## config.mk

```make
export PLATFORM = sky130hd
export DESIGN_NAME = abro_stim_sequencer
export DESIGN_NICKNAME = d
export VERILOG_FILES = /design/src/rtl/abro_pkg.sv /design/src/rtl/abro_cycle_timer.sv /design/src/rtl/abro_stim_sequencer.sv
export SDC_FILE = /design/constraint.sdc
export NUM_CORES = 1
export LEC_CHECK = 0
export BUFFER_PORTS_ARGS = -buffer_cell sky130_fd_sc_hd__buf_4
export CAP_MARGIN = 0
export CORE_ASPECT_RATIO = 0.6
export CORE_MARGIN = 4
export CORE_UTILIZATION = 55
export DETAILED_ROUTE_END_ITERATION = 7
export PLACE_DENSITY = 0.79
export SKIP_CTS_REPAIR_TIMING = 1
export SLEW_MARGIN = 20
export SYNTH_ARGS = -nofsm -noshare
export SYNTH_HDL_FRONTEND = slang
export SYNTH_HIERARCHICAL = 1
export SYNTH_SLANG_ARGS = --single-unit
```

## constraint.sdc

```tcl
create_clock -name clk -period 2.1 [get_ports clk]
set_input_delay 0.42 -clock clk [delete_from_list [all_inputs] [get_ports clk]]
set_output_delay 0.42 -clock clk [all_outputs]
set_load 0.01 [all_outputs]
```

## src/rtl/abro_pkg.sv

```systemverilog
// abro_pkg: shared state and order encodings for the ABRO stimulus sequencer
package abro_pkg;
  localparam int STATE_W = 3;
  typedef enum logic [STATE_W-1:0] {
    ABRO_S_IDLE   = 3'd0,
    ABRO_S_FIRST  = 3'd1,
    ABRO_S_GAP    = 3'd2,
    ABRO_S_SECOND = 3'd3,
    ABRO_S_WAIT_O = 3'd4,
    ABRO_S_DONE   = 3'd5
  } abro_state_e;
  typedef enum logic [1:0] {
    ORD_AB     = 2'd0,
    ORD_BA     = 2'd1,
    ORD_SIM    = 2'd2,
    ORD_A_ONLY = 2'd3
  } abro_order_e;
endpackage

```

## src/rtl/abro_cycle_timer.sv

```systemverilog
// abro_cycle_timer: loadable up/down cycle counter with a terminal-count flag
module abro_cycle_timer #(
  parameter int W = 4
) (
  input  logic         clk,
  input  logic         reset,
  input  logic         load,
  input  logic         en,
  input  logic         up,
  input  logic [W-1:0] load_val,
  input  logic [W-1:0] term,
  output logic         tc
);
  logic [W-1:0] count_q, count_d;
  always_comb count_d = load ? load_val : en ? (up ? count_q + W'(1) : count_q - W'(1)) : count_q;
  always_ff @(posedge clk) count_q <= reset ? '0 : count_d;
  assign tc = count_q == term;
endmodule

```

## src/rtl/abro_stim_sequencer.sv

```systemverilog
// abro_stim_sequencer: emits ordered A/B event pulses into ABRO and grades the O response
module abro_stim_sequencer
  import abro_pkg::*;
#(
  parameter int GAP_W   = 4,
  parameter int TIMEOUT = 15
) (
  input  logic               clk,
  input  logic               reset,
  input  logic               start,
  input  logic [1:0]         order,
  input  logic [GAP_W-1:0]   gap,
  output logic               ready,
  output logic               A,
  output logic               B,
  input  logic               O,
  output logic               done,
  output logic               pass,
  output logic [STATE_W-1:0] state
);
  localparam int TW = $clog2(TIMEOUT + 1);
  abro_state_e state_q, state_d;
  abro_order_e order_q, order_d;
  logic [GAP_W-1:0] gap_q, gap_d;
  logic early_q, early_d, pass_q, pass_d;
  logic gap_tc, wait_tc;
  abro_cycle_timer #(.W(GAP_W)) u_gap_timer (
    .clk(clk), .reset(reset), .load(state_q == ABRO_S_FIRST), .en(state_q == ABRO_S_GAP),
    .up(1'b0), .load_val(gap_q), .term(GAP_W'(1)), .tc(gap_tc)
  );
  abro_cycle_timer #(.W(TW)) u_wait_timer (
    .clk(clk), .reset(reset), .load(state_q != ABRO_S_WAIT_O), .en(1'b1),
    .up(1'b1), .load_val('0), .term(TW'(TIMEOUT - 1)), .tc(wait_tc)
  );
  always_comb begin
    state_d = state_q;
    order_d = order_q;
    gap_d   = gap_q;
    pass_d  = pass_q;
    early_d = early_q | (O & (state_q inside {ABRO_S_FIRST, ABRO_S_GAP, ABRO_S_SECOND}));
    case (state_q)
      ABRO_S_IDLE: if (start) begin
        order_d = abro_order_e'(order);
        gap_d   = gap;
        early_d = 1'b0;
        pass_d  = 1'b0;
        state_d = ABRO_S_FIRST;
      end
      ABRO_S_FIRST:  state_d = (order_q inside {ORD_SIM, ORD_A_ONLY}) ? ABRO_S_WAIT_O :
                               (gap_q != '0) ? ABRO_S_GAP : ABRO_S_SECOND;
      ABRO_S_GAP:    state_d = gap_tc ? ABRO_S_SECOND : ABRO_S_GAP;
      ABRO_S_SECOND: state_d = ABRO_S_WAIT_O;
      ABRO_S_WAIT_O: if (O || wait_tc) begin
        state_d = ABRO_S_DONE;
        pass_d  = (order_q == ORD_A_ONLY) ? !(early_q || O) : (O && !early_q);
      end
      default:       state_d = ABRO_S_IDLE;
    endcase
  end
  always_ff @(posedge clk) begin
    if (reset) begin
      state_q <= ABRO_S_IDLE;
      order_q <= ORD_AB;
      gap_q   <= '0;
      early_q <= 1'b0;
      pass_q  <= 1'b0;
    end else begin
      state_q <= state_d;
      order_q <= order_d;
      gap_q   <= gap_d;
      early_q <= early_d;
      pass_q  <= pass_d;
    end
  end
  assign ready = state_q == ABRO_S_IDLE;
  assign A     = (state_q == ABRO_S_FIRST && order_q != ORD_BA) || (state_q == ABRO_S_SECOND && order_q == ORD_BA);
  assign B     = (state_q == ABRO_S_FIRST && order_q inside {ORD_BA, ORD_SIM}) || (state_q == ABRO_S_SECOND && order_q == ORD_AB);
  assign done  = state_q == ABRO_S_DONE;
  assign pass  = pass_q;
  assign state = state_q;
endmodule

```

# After elaboration in Yosys (flattened, before gate mapping)
# Index checks and enable logic that the tools add are counted.
[totals]
register_bits = 19
input_bits = 10
word_cells = 62
out_inout_bits = 8
[op_classes]
mux = 14
n_eq_ne = 14
n_reduce_logical = 23
bitwise_logic = 2
addsub = 2
[op_table]
columns = ["cell", "count"]
rows = [
  ["$pmux 3 s5", 1],
  ["$mux 3", 3],
  ["$mux 4", 2],
  ["$reduce_bool 2->1", 4],
  ["$mux 1", 7],
  ["$eq 3x2->1 const B", 2],
  ["$eq 3x3->1 const B", 2],
  ["$logic_and 1x1->1", 5],
  ["$add 4x1->4 const B", 1],
  ["$eq 2x2->1 const B", 2],
  ["$eq 4x1->1 const B", 1],
  ["$eq 4x4->1 const B", 1],
  ["$logic_or 1x1->1", 4],
  ["$ne 2x2->1 const B", 2],
  ["$reduce_and 2->1", 2],
  ["$reduce_bool 4->1", 1],
  ["$sub 4x1->4 const B", 1],
  ["$eq 3x1->1 const B", 1],
  ["$logic_not 3->1", 1],
  ["$ne 3x3->1 const B", 1],
  ["$reduce_and 3->1", 1],
  ["$reduce_bool 3->1", 1],
  ["$eq 2x1->1 const B", 1],
  ["$logic_not 1->1", 2],
  ["6 further kinds", 6],
]

# Longest topological paths before layout
# Gate-level depths: netlist of the first run.
[depth]
ltp_word = 6
mapped_depth = 7
depth_no_buf = 5

# By module
# The synthesis of the first run kept the hierarchy.
[by_module_without_submodules]
columns = ["mod", "area_per_inst_um2", "instances", "cells_each", "seq_area_each_um2"]
rows = [
  ["abro_cycle_timer", 335.3, 2, 35, 80.1],
  ["abro_stim_sequencer", 629.4, 1, 72, 220.2],
]

# Worst setup path before layout of the first run
# Ideal clock, no wire load.
[synth_timing]
path_type = "register -> register"
from = "register state_q[2], in the netlist state[2]"
to = "register u_gap_timer.count_q[1]"
path_stages_with_launch = 6
required_time_ns = 1.986
n_path_buf = 1
setup_ns = 0.114
arrival_ns = 1.637
setup_slack_ns = 0.349
period_less_slack_ns = 1.751
cell_sequence = "dfxtp_1 > buf_2 > nor3b_1 > mux2_2 > mux2i_1 > nor2_1"
[synth_between]
elab_chain_cells = 2
word_cells_on_any_way = 4
classes_between = "eq/ne: 2; mux: 1; reduce/logical: 1"
[synth_rtl]
columns = ["element", "line", "rtl"]
rows = [
  ["start, declared", "abro_stim_sequencer.sv:22", "abro_state_e state_q, state_d;"],
  ["start signal, assigned", "abro_stim_sequencer.sv:68", "state_q <= state_d;"],
  ["$eq 3x1->1 or $eq 3x2->1 (tied branches)", "abro_stim_sequencer.sv:28", ".clk(clk), .reset(reset), .load(state_q == ABRO_S_FIRST), .en(state_q == ABRO_S_GAP),"],
  ["$mux 4 or $reduce_bool 2->1 (tied branches)", "--", ""],
  ["end signal, assigned", "abro_cycle_timer.sv:16", "always_ff @(posedge clk) count_q <= reset ? '0 : count_d;"],
  ["end, declared", "abro_cycle_timer.sv:14", "logic [W-1:0] count_q, count_d;"],
]
# Several ways; a longest one is shown, not always the timed one.
# A chain may end at the register's enable or synchronous reset.

# Worst setup path in the final report of the first run
[layout_timing]
from = "register order_q[0]"
to = "output B"
[layout_between]
elab_chain_cells = 4
word_cells_on_any_way = 7
classes_between = "eq/ne: 2; reduce/logical: 5"
[layout_rtl]
columns = ["element", "line", "rtl"]
rows = [
  ["start, declared", "abro_stim_sequencer.sv:23", "abro_order_e order_q, order_d;"],
  ["start signal, assigned", "abro_stim_sequencer.sv:69", "order_q <= order_d;"],
  ["$eq 2x1->1 or $eq 2x2->1 (tied branches)", "abro_stim_sequencer.sv:77", "assign B = (state_q == ABRO_S_FIRST && order_q inside {ORD_BA, ORD_SIM}) || (state_q == ABRO_S_SECOND && order ..."],
  ["$reduce_bool 2->1", "abro_stim_sequencer.sv:77", ""],
  ["$logic_and 1x1->1", "abro_stim_sequencer.sv:77", ""],
  ["$logic_or 1x1->1 *", "abro_stim_sequencer.sv:77", ""],
  ["end, declared", "abro_stim_sequencer.sv:15", "output logic B,"],
]
# Every way passes the cells marked *; elsewhere a longest branch is shown, timed or not.

==> results of run 1 <==
## registers in the layout (all words and copies together) (netlist names)
| name | flops |
|---|---|
| pass | 1 |
| state | 3 |
| order_q | 2 |
| gap_q | 4 |
| u_wait_timer/count_q | 4 |
| early_q | 1 |
| u_gap_timer/count_q | 4 |
## kinds of logic after synthesis
kind of cell / count (synthesis) / synth area share, %
flip-flops: 19 / 29.26
multiplexers: 13 / 10.20
XOR/XNOR: 15 / 10.11
adder cells (fa/ha/maj): 10 / 10.78
other: 2 / 0.5777
AO/OA/AOI/OAI: 23 / 13.09
AND/OR/NAND/NOR: 50 / 21.27
buffers and inverters: 10 / 4.715
## placed cells by master (no fill, tap or decap), types with 3 or more instances in the layout
cell | Yosys | final
conb_1 | 2 | 22
nor2_1 | 21 | 21
buf_4 | 0 | 20
dfxtp_1 | 19 | 19
xor2_1 | 11 | 11
mux2i_1 | 11 | 11
a21oi_1 | 11 | 11
ha_1 | 8 | 8
inv_1 | 5 | 5
nand2_1 | 5 | 5
nor3b_1 | 4 | 4
nand2b_1 | 4 | 4
xnor2_1 | 4 | 4
or3b_1 | 3 | 3
nor4_1 | 3 | 3
clkbuf_8 | 0 | 3
## power by group
group          leakage [nW]  internal [mW]  total, mW  switching [mW]
sequential            0.156          0.433      0.547           0.114
combinational         0.550          0.325      0.630           0.305
clock                0.0217          0.134      0.268           0.134
total                 0.727          0.892       1.45           0.554
## metal layers
metal  global-route usage (%)  vias to the layer above
met5                        0                        -
met4                    7.491                        0
met3                    6.608                       10
met2                    33.15                       26
met1                    20.24                      504
li1                         -                      552
## worst max-delay path by stage
stage	endpoint	slack [ns]	depth (start not counted)
5_1_grt	B	0.22	5
3_3_place_gp	u_gap_timer/count_q[1]	0.50	5
3_5_place_dp	u_wait_timer/count_q[3]	0.38	4
4_1_cts	B	0.31	5
2_1_floorplan	u_gap_timer/count_q[1]	0.35	5
6_report	B	0.32	5
## critical path, cell delays in order (launching register included)
cell and delay [ns]:
dfxtp_1 0.39, inv_1 0.09, ha_1 0.29, mux2i_1 0.13, nor2_1 0.05, buf_4 0.14
## through the flow
step | hold WS (ns) | util (%) | instance area, sq um
floorplan | 0.4383 | - | 1375
detailed placement | 0.4810 | 68.72 | 1520
global route | 0.3800 | 70.93 | 1569
global placement | 0.4569 | 68.72 | 1520
finish | 0.3946 | 70.93 | 1569
CTS | 0.3951 | 70.93 | 1569
## layout make-up
type                            instances  area (sq um)  share of cell area (%)
Multi-Input combinational cell        133         933.4                   59.49
Tap cell                               30         37.54                   2.392
Timing Repair Buffer                   20         150.1                   9.569
Clock buffer                            3         41.29                   2.632
Clock inverter                          1         7.507                  0.4785
Inverter                                5         18.77                   1.196
Sequential cell                        19         380.4                   24.24
==> metrics.md, run 1 <==
| Metric | Value |
|---|---|
| FF-to-FF End | `u_wait_timer/count_q[3]` |
| CTS H-Tree Depth | `1` |
| # IOs | `18` |
| Leak Pwr | `0.7274 nW` |
| Initial antenna violation count | `0` |
| HPWL after DPL | `2066 um` |
| Mapped cell area | `1300 sq um` |
| Fin crit period | `1.776 ns` |
| Largest net degree at the start of global routing | `24` |
| Fillers | `176` |
| Period utilisation layout | `84.55%` |
| Hold endpoint | `gap_q[0]` |
| Worst skew pair latency | `0.26 ns` |
| Post-synthesis cell type count | `35` |
| Wire length on met1 | `1221 um` |
| Core box area | `2212 sq um` |
| Yosys warnings | `6` |
| Antenna-violating nets left | `0` |
| Die width | `70.77 um` |
| Clock buffer count from CTS | `3` |
| Worst reg-to-reg setup slack | `0.36 ns` |
| Setup repair after global routing missed its margin | `false` |
| GR Overflow Total | `0` |
| Yosys top cell by area | `dfxtp_1` |
| Initial Util | `58.77%` |
| Met2 wire len | `1282 um` |
| Worst R2R Start | `state[2]` |
| Crit path DAT | `1.36 ns` |
| Seq/Total Area, Yosys | `29.26%` |
| Clock sink count | `19` |
| Post-route setup slack | `0.3244 ns` |
| Tot Pwr | `1.446 mW` |
| Layout cells sized above 1 | `18.23%` |
| Average wire per standard cell | `12.78 um` |
| Post-synth EDFFs | `0` |
| Vias in the first global route | `1060` |
| Most frequent cells after synthesis | `nor2_1, dfxtp_1, a21oi_1, mux2i_1, xor2_1` |
| Layout overhead on the synthesized area | `20.69%` |
| Highest routed layer | `met4` |
| Synth Flop Type | `dfxtp_1` |
| Status | `finished clean` |
| Worst slew pin tran | `0.5713 ns` |
| DP Worst Slack | `0.3790 ns` |
| Drt total wl | `2696 um` |
| Ys async rst share | `0%` |
| Avg Cell Area, Syn | `9.155 sq um` |
| Initial drt markers | `32` |
| Pins Over Slew Limit | `0` |
| PortBufs | `17` |
| Ant diodes | `0` |
| CTS tree | `done` |
| Setup violators final | `0` |
| Rel. slew slack | `61.75%` |
| Reg2Reg Depth | `4` |
| Req. time, crit path | `1.68 ns` |
| Routed vias/inst | `5.175` |
| Power Dens Cells | `921.6 nW/um^2` |
| Final Hold Viols | `0` |
| Hold_sp | `gap[0]` |
| Die area | `3231 sq um` |
| Post-synth top area share | `29.26%` |
| Top cells by area, synth | `dfxtp_1, mux2i_1, ha_1, xor2_1, nor2_1` |
| Die height | `45.66 um` |
| Clk pin slew, worst setup/hold paths | `0.08 ns` |
| Startpoint Class | `flop` |
| Routed wl met3 | `126 um` |
| Top-count cell post-synth | `nor2_1` |
| Post-Route Skew | `0.002196 ns` |
| Finished Layout Cells | `211` |
| VDD IR-drop max | `508.5 uV` |
| Via count | `1092` |
| CTS Root Cell | `clkbuf_8` |
| Placed cell count | `207` |
| Crit. End Element | `output port` |
| Global-route wire length before repair | `4581 um` |
| Max Cap Violations | `0` |
| Post-Synthesis Cells | `142` |
| Nets | `202` |
| TritonRoute pass-1 iters | `4` |
| Worst setup startpoint | `order_q[0]` |
| Clock Path Buffers | `2` |
| Routability cong. | `0.7808` |
| Peak Freq | `0.5632 GHz` |
| Drt drc | `0` |
| FF+latch count, synth | `19` |
| Tot GR Track Use | `18.39%` |
| Row count | `13` |
| Max FO, Critical Path | `4` |
| Hold WC Path Type | `primary input to flop` |
| Hold Path Depth | `3` |
| Setup TNS | `0 ns` |
| Worst Setup Path Type | `flop to output port` |
Note: power is estimated with default switching activity, not from simulation.
==> run 2, diff against run 1 <==
--- a/config.mk
+++ b/config.mk
@@ -9,9 +9,9 @@
 export CAP_MARGIN = 0
 export CORE_ASPECT_RATIO = 0.6
 export CORE_MARGIN = 4
-export CORE_UTILIZATION = 55
+export CORE_UTILIZATION = 51
 export DETAILED_ROUTE_END_ITERATION = 7
-export PLACE_DENSITY = 0.79
+export PLACE_DENSITY = 0.77
 export SKIP_CTS_REPAIR_TIMING = 1
 export SLEW_MARGIN = 20
 export SYNTH_ARGS = -nofsm -noshare
==> constraint.sdc (replaced) <==
create_clock -name clk -period 1.6 [get_ports clk]
set_input_delay 0.32 -clock clk [delete_from_list [all_inputs] [get_ports clk]]
set_output_delay 0.32 -clock clk [all_outputs]
set_load 0.01 [all_outputs]
==> run 2 against run 1 <==
- the flow now finishes with violations (negative setup slack)
- clock power increased by 26%
- die area increased by 6.7%
- cell count increased by 2.4%
- routed wire length increased by 11%
- total power increased by 40%
- clock skew increased by 0.0016 ns
- sequential power increased by 31%
- critical path type unchanged
- largest power group unchanged
- highest routed layer unchanged
==> metrics.md, run 2 (synthesis gave the netlist of run 1 again) <==
| Metric | Value |
|---|---|
| # IOs | `18 (unchanged)` |
| Core box area | `2293 sq um (was 2212 sq um)` |
| Post-Route Skew | `0.003789 ns (was 0.002196 ns)` |
| CTS tree | `done (unchanged)` |
| Post-route setup slack | `-0.06436 ns (was 0.3244 ns)` |
| NetSw | `781.4 uW (was 553.8 uW)` |
| Critical path, cell by cell | `inv_2 -> ha_4 -> mux2i_1 -> nor2_1 -> buf_4 (was inv_1 -> ha_1 -> mux2i_1 -> nor2_1 -> buf_4)` |
| Initial antenna violation count | `0 (unchanged)` |
| Flop pwr share | `35.3% (was 37.8%)` |
| Fin crit period | `1.664 ns` |
| Die area | `3447 sq um (was 3231 sq um)` |
| Via count | `1108 (was 1092)` |
| Status | `finished with violations (was finished clean)` |
| Clock Path Buffers | `2 (unchanged)` |
| Tot GR Track Use | `17.53% (was 18.39%)` |
| Slowest cell on the critical path | `dfxtp_4 (was dfxtp_1)` |
| Average wire per standard cell | `13.92 um (was 12.78 um)` |
| Drt total wl | `3006 um (was 2696 um)` |
| Row count | `13 (unchanged)` |
| Ant diodes | `0 (unchanged)` |
| Layout overhead on the synthesized area | `28.20% (was 20.69%)` |
| TritonRoute pass-1 iters | `4 (unchanged)` |
| Comb pwr share | `48.1% (was 43.6%)` |
| CP peak stage delay | `0.38 ns (was 0.39 ns)` |
| Startpoint Class | `flop (unchanged)` |
| Initial Util | `56.68% (was 58.77%)` |
| Largest net degree at the start of global routing | `24 (unchanged)` |
| Routed vias/inst | `5.130 (was 5.175)` |
| Setup violators final | `2 (was 0)` |
| Period utilisation layout | `104.0%` |
| Clk pin slew, worst setup/hold paths | `0.08 ns (about the same)` |
| Top Usage Layer GRT | `met2 (unchanged)` |
| Final Instance Area | `1667 sq um (was 1569 sq um)` |
| HPWL after DPL | `2194 um (was 2066 um)` |
| Crit. End Element | `output port (unchanged)` |
| Layout cells sized above 1 | `27.42% (was 18.23%)` |
| GR Util met1 | `21.13% (was 20.24%)` |
| Clock buffer count from CTS | `3 (unchanged)` |
| Switching share of power | `38.48% (was 38.30%)` |
| Regs by FF count | `gap_q: 4 flops, u_gap_timer/count_q: 4 flops, u_wait_timer/count_q: 4 flops (unchanged)` |
| Power Dens Cells | `1218 nW/um^2 (was 921.6 nW/um^2)` |
| Crit path DAT | `1.34 ns (was 1.36 ns)` |
| Dpl cell area | `1564 sq um (was 1520 sq um)` |
| CTS H-Tree Depth | `1 (unchanged)` |
| Routability cong. | `0.7673 (was 0.7808)` |
| Req. time, crit path | `1.28 ns (was 1.68 ns)` |
| Clock power frac | `16.6% (was 18.6%)` |
| Drt drc | `0 (unchanged)` |
| Die width | `73.18 um (was 70.77 um)` |
| Worst hold margin | `0.2946 ns (was 0.3946 ns)` |
| Clock sink count | `19 (unchanged)` |
| Max FO, Critical Path | `3 (was 4)` |
| Vias in the first global route | `1051 (was 1060)` |
| GR Overflow Total | `0 (unchanged)` |
| Peak Freq | `0.6008 GHz` |
| Antenna-violating nets left | `0 (unchanged)` |
| Pins Over Slew Limit | `0 (unchanged)` |
| Leak Pwr | `0.7725 nW (was 0.7274 nW)` |
| Global-route wire length before repair | `4595 um (was 4581 um)` |
| VDD IR-drop max | `874.0 uV (was 508.5 uV)` |
| Fillers | `174 (was 176)` |
| GR Util met3 | `4.487% (was 6.608%)` |
| Die height | `47.11 um (was 45.66 um)` |
| Setup repair after global routing missed its margin | `true (was false)` |
| Commonest non-fill, non-tap cell in the layout | `buf_4 (was conb_1)` |
| Pint | `1.249 mW (was 892.2 uW)` |
| Failing checks | `negative setup slack` |
| Worst reg-to-reg setup slack | `0.06 ns (was 0.36 ns)` |
| Nets | `207 (was 202)` |
| Worst Setup Path Type | `flop to output port (unchanged)` |
| Highest-count cells in the layout ignoring fill and taps | `buf_4, conb_1, nor2_1, dfxtp_1 (was conb_1, nor2_1, buf_4, dfxtp_1)` |
| Routing usage on met2 | `33.04% (was 33.15%)` |
| CTS Root Cell | `clkbuf_8 (unchanged)` |
| Initial drt markers | `46 (was 32)` |
| Max Cap Violations | `0 (unchanged)` |
| Final Hold Viols | `0 (unchanged)` |
| PortBufs | `17 (unchanged)` |
| Hold WC Path Type | `primary input to flop (unchanged)` |
| Worst skew pair latency | `0.26 ns (about the same)` |
## run 2: worst max-delay path: cells and delay by family (launching register included)
kind / cells / cell delay (ns)
flops: 1 / 0.38
fa+ha+maj: 1 / 0.22
buf+inv: 2 / 0.21
simple gates: 1 / 0.09
mux: 1 / 0.20
## run 2: area by class of cell
| type | count | area (sq um) | area share (%) |
|---|---|---|---|
| clock buffers | 3 | 41.29 | 2.477 |
| clock inverters | 1 | 5.005 | 0.3003 |
| inverters | 5 | 21.27 | 1.276 |
| multi-input cells | 133 | 979.7 | 58.78 |
| flip-flops and latches | 19 | 394.1 | 23.65 |
| well taps | 30 | 37.54 | 2.252 |
| repair buffers | 25 | 187.7 | 11.26 |
## run 2: per-stage QoR
step	utilization (%)	power (mW)	setup slack (ns)	std cells	setup TNS, ns
floorplan	-	1.360	0.005940	162	0
global placement	68.19	1.577	0.1145	210	0
detailed placement	68.19	1.638	0.06706	210	0
CTS	70.21	1.974	-0.08442	214	-0.1132
global route	72.67	2.149	-0.1134	216	-0.2109
finish	72.67	2.031	-0.06436	216	-0.08120
## run 2: metal layers
layer | up-vias | share of wire, %
met5 | - | 0
met2 | 33 | 50
met1 | 513 | 45
li1 | 560 | -
met4 | 0 | 0.27
met3 | 2 | 4.3
## run 2: path summary, 6_finish.rpt
kind,from,end,depth (start not counted)
worst max-delay path,order_q[0],B,5
worst min-delay path,order[0],order_q[0],3
worst max register to register,state[0],u_gap_timer/count_q[3],5
worst min register to register,gap_q[2],u_gap_timer/count_q[2],2
## run 2: power by group through the flow
stage / Sequential (mW) / Combinational, mW / Clock [mW]
finish: 0.716 / 0.976 / 0.338
global placement: 0.704 / 0.873 / 0
global route: 0.732 / 1.06 / 0.358
floorplan: 0.688 / 0.672 / 0
detailed placement: 0.720 / 0.918 / 0
CTS: 0.708 / 0.924 / 0.342
==> run 3, diff against run 2 <==
--- a/config.mk
+++ b/config.mk
@@ -5,13 +5,15 @@
 export SDC_FILE = /design/constraint.sdc
 export NUM_CORES = 1
 export LEC_CHECK = 0
-export BUFFER_PORTS_ARGS = -buffer_cell sky130_fd_sc_hd__buf_4
 export CAP_MARGIN = 0
 export CORE_ASPECT_RATIO = 0.6
 export CORE_MARGIN = 4
-export CORE_UTILIZATION = 51
+export CORE_UTILIZATION = 55
+export CTS_BUF_LIST = sky130_fd_sc_hd__clkbuf_2 sky130_fd_sc_hd__clkbuf_4 sky130_fd_sc_hd__clkbuf_8
 export DETAILED_ROUTE_END_ITERATION = 7
-export PLACE_DENSITY = 0.77
+export DONT_BUFFER_PORTS = 1
+export PLACE_DENSITY = 0.75
+export SETUP_SLACK_MARGIN = 0.4
 export SKIP_CTS_REPAIR_TIMING = 1
 export SLEW_MARGIN = 20
 export SYNTH_ARGS = -nofsm -noshare
==> run 3 against run 2 <==
- the run now ends clean
- critical path type is now flop to flop
- combinational power rose by 16%
- hold slack got worse by 0.18 ns
- largest power group unchanged
- cell area rose by 6.1%
- sequential share of layout area fell by 0.51 points
==> metrics.md, run 3 (synthesis gave the netlist of run 1 again) <==
| Metric | Value |
|---|---|
| Critical path, cell by cell | `ha_1 -> a21oi_1 -> a2111oi_2 -> a311o_1 (was inv_2 -> ha_4 -> mux2i_1 -> nor2_1 -> buf_4)` |
| Clock power frac | `15.4% (was 16.6%)` |
| Worst reg-to-reg setup slack | `0.13 ns (was 0.06 ns)` |
| Tot GR Track Use | `17.26% (was 17.53%)` |
| Regs by FF count | `gap_q: 4 flops, u_gap_timer/count_q: 4 flops, u_wait_timer/count_q: 4 flops (unchanged)` |
| NetSw | `832.5 uW (was 781.4 uW)` |
| Row count | `13 (unchanged)` |
| Commonest non-fill, non-tap cell in the layout | `conb_1 (was buf_4)` |
| TritonRoute pass-1 iters | `4 (unchanged)` |
| Critical path's top delay family | `compound AO/OA/AOI/OAI gates (was flip-flops)` |
| Post-Route Skew | `0.006214 ns (was 0.003789 ns)` |
| Crit. End Element | `flop (was output port)` |
| Final Hold Viols | `0 (unchanged)` |
| Initial Util | `58.77% (was 56.68%)` |
| HPWL after DPL | `1965 um (was 2194 um)` |
| Fin crit period | `1.469 ns (was 1.664 ns)` |
| Final core utilization | `79.92% (was 72.67%)` |
| Vias in the first global route | `950 (was 1051)` |
| Flop pwr share | `33.0% (was 35.3%)` |
| Clock sink count | `19 (unchanged)` |
| Clock buffer count from CTS | `3 (unchanged)` |
| Global-route wire length before repair | `4243 um (was 4595 um)` |
| Clk pin slew, worst setup/hold paths | `0.07 ns (was 0.08 ns)` |
| Highest-count cells in the layout ignoring fill and taps | `conb_1, nor2_1, mux2i_1, dfxtp_1 (was buf_4, conb_1, nor2_1, dfxtp_1)` |
| CTS Root Cell | `clkbuf_8 (unchanged)` |
| Nets | `197 (was 207)` |
| Routed vias/inst | `5.359 (was 5.130)` |
| Worst hold margin | `0.1175 ns (was 0.2946 ns)` |
| Drt drc | `0 (unchanged)` |
| CP Buf/Inv Count | `0 (was 2)` |
| Max Cap Violations | `0 (unchanged)` |
| Ant diodes | `0 (unchanged)` |
| Pins Over Slew Limit | `0 (unchanged)` |
| Leak Pwr | `0.7534 nW (was 0.7725 nW)` |
| Via count | `1104 (was 1108)` |
| Antenna-violating nets left | `0 (unchanged)` |
| Req. time, crit path | `1.75 ns (was 1.28 ns)` |
| Largest net degree at the start of global routing | `24 (unchanged)` |
| PortBufs | `0 (was 17)` |
| Setup repair after global routing missed its margin | `true (unchanged)` |
| Tot Pwr | `2.192 mW (was 2.031 mW)` |
| Worst skew pair latency | `0.26 ns (about the same)` |
| Dpl cell area | `1469 sq um (was 1564 sq um)` |
| Power Dens Cells | `1240 nW/um^2 (was 1218 nW/um^2)` |
| Drt total wl | `3160 um (was 3006 um)` |
| Post-route setup slack | `0.1311 ns (was -0.06436 ns)` |
| Max FO, Critical Path | `3 (unchanged)` |
| Layout overhead on the synthesized area | `36.00% (was 28.20%)` |
| Period utilisation layout | `91.80% (was 104.0%)` |
| Fillers | `145 (was 174)` |
| Core box area | `2212 sq um (was 2293 sq um)` |
| VDD IR-drop max | `785.2 uV (was 874.0 uV)` |
| Crit path DAT | `1.62 ns (was 1.34 ns)` |
| Die area | `3231 sq um (was 3447 sq um)` |
| CP peak stage delay | `0.38 ns (about the same)` |
| Routability cong. | `0.7802 (was 0.7673)` |
| Setup TNS | `0 ns (was -0.08120 ns)` |
| CTS H-Tree Depth | `1 (unchanged)` |
| Setup violators final | `0 (was 2)` |
| Final Instance Area | `1768 sq um (was 1667 sq um)` |
| Worst Setup Path Type | `flop to flop (was flop to output port)` |
| Initial antenna violation count | `0 (unchanged)` |
| Die width | `70.77 um (was 73.18 um)` |
| DP Worst Slack | `0.1283 ns (was 0.06706 ns)` |
| CTS tree | `done (unchanged)` |
| Clock Path Buffers | `2 (unchanged)` |
| Layout cells sized above 1 | `36.36% (was 27.42%)` |
| Peak Freq | `0.6808 GHz (was 0.6008 GHz)` |
| Hold WC Path Type | `primary input to flop (unchanged)` |
| Average wire per standard cell | `15.34 um (was 13.92 um)` |
| Placed cell count | `193 (was 210)` |
| Comb pwr share | `51.6% (was 48.1%)` |
| # IOs | `18 (unchanged)` |
| GR Overflow Total | `0 (unchanged)` |
| Finished Layout Cells | `206 (was 216)` |
| Pint | `1.360 mW (was 1.249 mW)` |
| Startpoint Class | `flop (unchanged)` |
| Status | `finished clean (was finished with violations)` |
| Initial drt markers | `40 (was 46)` |
| Switching share of power | `37.97% (was 38.48%)` |
| Die height | `45.66 um (was 47.11 um)` |
| Slowest cell on the critical path | `dfxtp_1 (was dfxtp_4)` |
## run 3: cell types whose count changed in the layout (fill, tap and decap cells not counted), sizes merged
| cell | before | now |
|---|---|---|
| buf | 25 | 14 |
| clkbuf | 3 | 4 |
## run 3: layer usage
metal	up-vias	GRT usage (%)	part of all wire, %
met5	-	0	0
met4	0	4.494	3.5
met3	12	6.167	5.1
met2	35	30.02	47
met1	514	20.72	44
li1	543	-	-
## run 3: worst reg2reg max path, delay by kind of cell (launching register included)
family / cells / cell delay, ns
AO/OA/AOI/OAI: 3 / 0.68
flip-flops: 1 / 0.38
adder cells (fa/ha/maj): 1 / 0.30
## run 3: power groups by stage
stage / Clock [mW] / Combinational [mW] / Sequential, mW
final: 0.338 / 1.13 / 0.724
after global routing: 0.370 / 1.22 / 0.742
after CTS: 0.353 / 0.834 / 0.689
after detailed placement: 0 / 0.826 / 0.700
after global placement: 0 / 0.803 / 0.687
after floorplan: 0 / 0.688 / 0.689
## run 3: area by class of cell
type,count,area [sq um],area share [%]
inverter,5,21.27,1.203
timing repair buffer,15,161.4,9.130
clock inverter,1,5.005,0.2831
multi-input combinational,133,1092,61.78
sequential,19,409.1,23.14
tap,30,37.54,2.123
clock buffer,3,41.29,2.335
## run 3: path summary, 6_finish.rpt
kind / endpoint / depth (start not counted) / from
min: u_wait_timer/count_q[0] / 1 / reset
max: u_gap_timer/count_q[3] / 4 / u_gap_timer/count_q[2]
max reg2reg: u_gap_timer/count_q[3] / 4 / u_gap_timer/count_q[2]
min reg2reg: early_q / 2 / early_q
